File: src/rtl/saw2sin_seq.sv
// Sequential sawtooth-to-sine converter: Bhaskara-I approximation with a bit-serial restoring divider.
// Optional build macro SAW2SIN_ROUND_EN adds half the divisor to the numerator for round-to-nearest.
module saw2sin_seq #(
    parameter int W = 16
) (
    input  logic         i_clk,
    input  logic         i_rst,
    input  logic [W-1:0] i_saw,
    input  logic         i_valid,
    output logic         o_ready,
    output logic [W-1:0] o_sin,
    output logic         o_valid,
    input  logic         i_ready
);

    localparam int IW = 3*W + 3;        // full numerator width
    localparam int DW = 2*W + 3;        // divisor / remainder width
    localparam int CW = $clog2(W + 1);

    typedef enum logic [1:0] {S_IDLE, S_MUL, S_DIV, S_OUT} state_t;

    state_t          r_state;
    logic            r_ready;
    logic            r_valid;
    logic [W-1:0]    r_sin;
    logic [CW-1:0]   r_cnt;

    logic [W-1:0]    r_x;
    logic            r_inv;
    logic [DW-1:0]   r_den;
    logic [DW-1:0]   r_rem;
    logic [W:0]      r_num;
    logic [W-1:0]    r_quo;

    logic [W-1:0]    w_x_next;
    logic [IW-1:0]   w_x;
    logic [IW-1:0]   w_m;
    logic [DW-1:0]   w_den;
    logic [IW-1:0]   w_n;
    logic [DW:0]     w_trial;
    logic            w_ge;
    logic [W-1:0]    w_s;
    logic [W-1:0]    w_sin;
    logic            w_accept;

    assign w_accept = (r_state == S_IDLE) && i_valid;

    // Second and fourth quadrants mirror the phase; the 01 tail centres the mirrored grid.
    assign w_x_next = i_saw[W-2] ? {~i_saw[W-3:0], 2'b01} : {i_saw[W-3:0], 2'b00};

    assign w_x   = IW'(r_x);
    assign w_m   = w_x * ((IW'(1) << (W + 1)) - w_x);
    assign w_den = (DW'(5) << (2*W)) - w_m[DW-1:0];

`ifdef SAW2SIN_ROUND_EN
    assign w_n = (w_m << (W + 2)) + IW'(w_den >> 1);
`else
    assign w_n = w_m << (W + 2);
`endif

    // The quotient never reaches 2^(W+1), so the upper numerator bits start out as the remainder
    // and only the low W+1 bits have to be shifted through the divider.
    assign w_trial = {r_rem, r_num[W]};
    assign w_ge    = (w_trial >= (DW+1)'(r_den));

    // At the last divide step r_quo already holds q[W:1]; q[W] set means saturation.
    assign w_s   = {1'b1, (r_quo[W-1] ? {(W-1){1'b1}} : r_quo[W-2:0])};
    assign w_sin = r_inv ? (~w_s + W'(1)) : w_s;

    always_ff @(posedge i_clk) begin
        if (i_rst) begin
            r_state <= S_IDLE;
            r_ready <= 1'b1;
            r_valid <= 1'b0;
            r_sin   <= {1'b1, {(W-1){1'b0}}};
            r_cnt   <= '0;
        end else begin
            case (r_state)
                S_IDLE: begin
                    if (i_valid) begin
                        r_state <= S_MUL;
                        r_ready <= 1'b0;
                    end
                end
                S_MUL: begin
                    r_state <= S_DIV;
                    r_cnt   <= '0;
                end
                S_DIV: begin
                    r_cnt <= r_cnt + CW'(1);
                    if (r_cnt == CW'(W)) begin
                        r_state <= S_OUT;
                        r_valid <= 1'b1;
                        r_sin   <= w_sin;
                    end
                end
                S_OUT: begin
                    if (i_ready) begin
                        r_state <= S_IDLE;
                        r_valid <= 1'b0;
                        r_ready <= 1'b1;
                    end
                end
                default: r_state <= S_IDLE;
            endcase
        end
    end

    // NOTE: datapath registers carry no reset; the FSM never lets an unloaded value reach o_sin.
    always_ff @(posedge i_clk) begin
        if (w_accept) begin
            r_x   <= w_x_next;
            r_inv <= i_saw[W-1];
        end
        if (r_state == S_MUL) begin
            r_den <= w_den;
            r_rem <= DW'(w_n[IW-1:W+1]);
            r_num <= w_n[W:0];
            r_quo <= '0;
        end
        if (r_state == S_DIV) begin
            r_rem <= w_ge ? DW'(w_trial - (DW+1)'(r_den)) : w_trial[DW-1:0];
            r_num <= {r_num[W-1:0], 1'b0};
            r_quo <= {r_quo[W-2:0], w_ge};
        end
    end

    assign o_ready = r_ready;
    assign o_valid = r_valid;
    assign o_sin   = r_sin;

endmodule
File: config.mk
export PLATFORM = sky130hd
export DESIGN_NAME = saw2sin_seq
export DESIGN_NICKNAME = d
export VERILOG_FILES = /design/src/rtl/saw2sin_seq.sv
export SDC_FILE = /design/constraint.sdc
export NUM_CORES = 1
export LEC_CHECK = 0
export CORE_UTILIZATION = 65
export DETAILED_ROUTE_END_ITERATION = 7
export GPL_ROUTABILITY_DRIVEN = 1
export HOLD_SLACK_MARGIN = 0.05
export PLACE_DENSITY = 0.91
export SYNTH_ARGS = -nofsm -noshare
export SYNTH_HDL_FRONTEND = slang
export SYNTH_SLANG_ARGS = --single-unit
File: constraint.sdc
create_clock -name i_clk -period 9.53 [get_ports i_clk]
set_input_delay 1.906 -clock i_clk [delete_from_list [all_inputs] [get_ports i_clk]]
set_output_delay 1.906 -clock i_clk [all_outputs]
set_load 0.1 [all_outputs]
==> reports/results.ini <==
[grt]
overflow = 0
grt_max_degree = 70
antenna_found_initial = 0
grt_pass1_vias = 14990
grt_use_total_pct = 33.14
grt_pass1_wl_mm = 73.75

[finish]
drive_gt1_share_pct = 3.937
diodes = 0
instances_no_fill = 2322
nets = 2389
n_fill_cell = 1750
multi_input_area_um2 = 12790
seq_area_um2 = 3533
syn2layout_area_growth_pct = 7.081

[floorplanning]
die_h_um = 167.8
rows = 60
die-area_um2 = 28150
core_um2 = 26950
initial_core_util_pct = 66.29
top_level_ports = 38
die_x_um = 167.8

[synth]
avgSynthCellArea_um2 = 9.129
ys_warn_count = 0
netlist-cell-type-count = 84
yosysTopAreaCell = fa_1
yosysSeqAreaShare_pct = 19.78
async_flop_share_pct = 0
synth_seq_cells = 126
ys.flop_type = edfxtp_1
synthTopCellsByArea = fa_1 23%, edfxtp_1 17%, ha_1 14%, inv_1 7.2%, nand2b_1 3.1%
netlist_area_um2 = 17860
synth_top_area_share_pct = 23.08
postSynthCellCount = 1957
synth_edf_count = 101

[sta]
setup_viol = 0
tightest_slew_ps = 1015
finClkSkew_ps = 17.61
max_slew_margin_pct = 32.33
rsz0062_at_grt = false
slew_violations = 0
finalHoldViolCount = 0
tns_ps = 0
min_period_ps = 8876
holdWs_ps = 454.7
finalCritPeriodShare_pct = 93.14
fmax_mhz = 112.7

[status]
status = finished clean

[critical_path]
start_kind = flip-flop
crit_required_ps = 9720
crit_arrival_ps = 9060
path_max_fanout = 13
cp-end-kind = flip-flop
critPathKind = reg -> reg

[place]
place_congestion = 0.9518
dpl.hpwl_mm = 33.77
port_buffers = 37
dp.cells = 2290

[clock_network]
hold_buffers = 0
clk_pin_slew_worst_paths_ps = 70
clockBufferDepth = 2
clock-sinks = 126
clock_latency_ps = 450
post-cts-setup-buffer-count = 0
htreeDepth = 4
cts_buffers = 17
cts_tree = built
cts-resized-gates = 0
root_buffer = clkbuf_16

[detailed_routing]
drt_first_pass_iters = 7
vias_per_cell = 6.180
detailedRoute.firstIterationViolations = 1940
vias = 14350
drcViolationCount = 0
routed_wl_mm = 45.30
wl_per_cell_um = 19.51
ant_nets = 0

[worst_hold_path]
min_path_type = reg -> reg

[job]
drv_cap = 0

==> registers in the layout, indices dropped and copies added, names as in the netlist <==
name	cells
r_inv	1
r_quo	16
o_ready	1
o_sin	16
r_state	2
r_x	15
o_valid	1
r_rem	35
r_den	34
r_cnt	5
==> layer usage <==
metal  GRT usage, %  vias to the layer above  routed length, um
met5              0                        -                  0
met1          40.70                     6939              17160
met4          16.35                        0               2117
met3          6.370                      173               3986
li1               -                     6389                  -
met2          56.14                      850              22030
==> path summary, 6_finish.rpt <==
kind,cells past startpoint,from,slack [ps],end
min reg2reg,2,o_sin[3],450,o_sin[3]
max,27,r_x[2],650,r_den[33]
min,2,o_sin[3],450,o_sin[3]
max reg2reg,27,r_x[2],650,r_den[33]
==> critical path, stage by stage (launching register included) <==
cell	delay (ps)
edfxtp_1	370
buf_4	200
nor4_1	470
nand2_1	220
or3_1	400
nor4_1	190
ha_1	460
nand2b_1	260
fa_1	510
fa_1	510
inv_1	50
fa_1	470
fa_1	530
fa_1	560
inv_1	60
fa_1	550
inv_1	50
ha_1	430
nand2_1	140
o21ai_0	460
nor4_1	110
a2111oi_0	410
o211ai_1	280
o211ai_1	170
nor3_1	100
and2_1	270
a41oi_1	290
xor2_1	100
==> per-stage QoR <==
stage,setup slack [ps],util [%],area [um^2]
finish,653.7,70.98,19130
global route,28.21,70.98,19130
CTS,761.3,70.98,19130
detailed placement,806.8,68.79,18540
global placement,1013,68.79,18540
floorplan,1386,-,17920
==> cell families (layout without fill, tap and decap cells) <==
kind of cell / Yosys count / count (layout) / share of synthesized area (%)
flops: 126 / 126 / 19.78
buf+inv: 420 / 430 / 8.965
mux: 25 / 25 / 1.401
fa+ha+maj: 401 / 401 / 36.74
other cells: 2 / 16 / 0.04204
xor+xnor: 109 / 109 / 5.575
compound gates: 278 / 278 / 10.17
simple gates: 596 / 596 / 17.33
==> cells in the mapped netlist (12+ instances only) <==
cell and count:
dfxtp_1 25, a21o_1 30, nor3_1 26, xnor2_1 48, nand3_1 24, inv_1 341
nand4_1 18, nand2_1 123, nand2b_1 88, ha_1 195, xor2_1 57, a21oi_1 82
a31oi_1 19, clkbuf_1 63, or3_1 14, and3_1 12, mux2i_1 25, and2_1 37
nor2b_1 59, nor2_1 146, nor4_1 12, o21ai_0 48, edfxtp_1 101, fa_1 206
==> cells in the final DEF, fill, tap and decap left out, drive strengths merged, types with 16 or more instances in the layout <==
cell             n
nand4           19
and2            37
nand2          123
nor2b           59
xor2            58
clkdlybuf4s50   37
xnor2           51
inv            349
fa             206
nor2           147
nor3            27
a21o            30
nand2b          88
conb            16
nand3           25
edfxtp         101
mux2i           25
o21ai           59
clkbuf          19
dfxtp           25
buf             17
a21oi           83
a31oi           20
ha             195
==> area by class of cell <==
cell class | instances | area share [%]
clock buffer | 19 | 2.485
clock inverter | 13 | 0.5952
inverter | 344 | 6.750
multi-input combinational | 1425 | 66.86
sequential | 126 | 18.47
tap | 341 | 2.230
timing repair buffer | 54 | 2.603
Power is left out: the tool's default activity adds up to more than one toggle a clock period on the data nets, which glitch-free logic cannot reach.
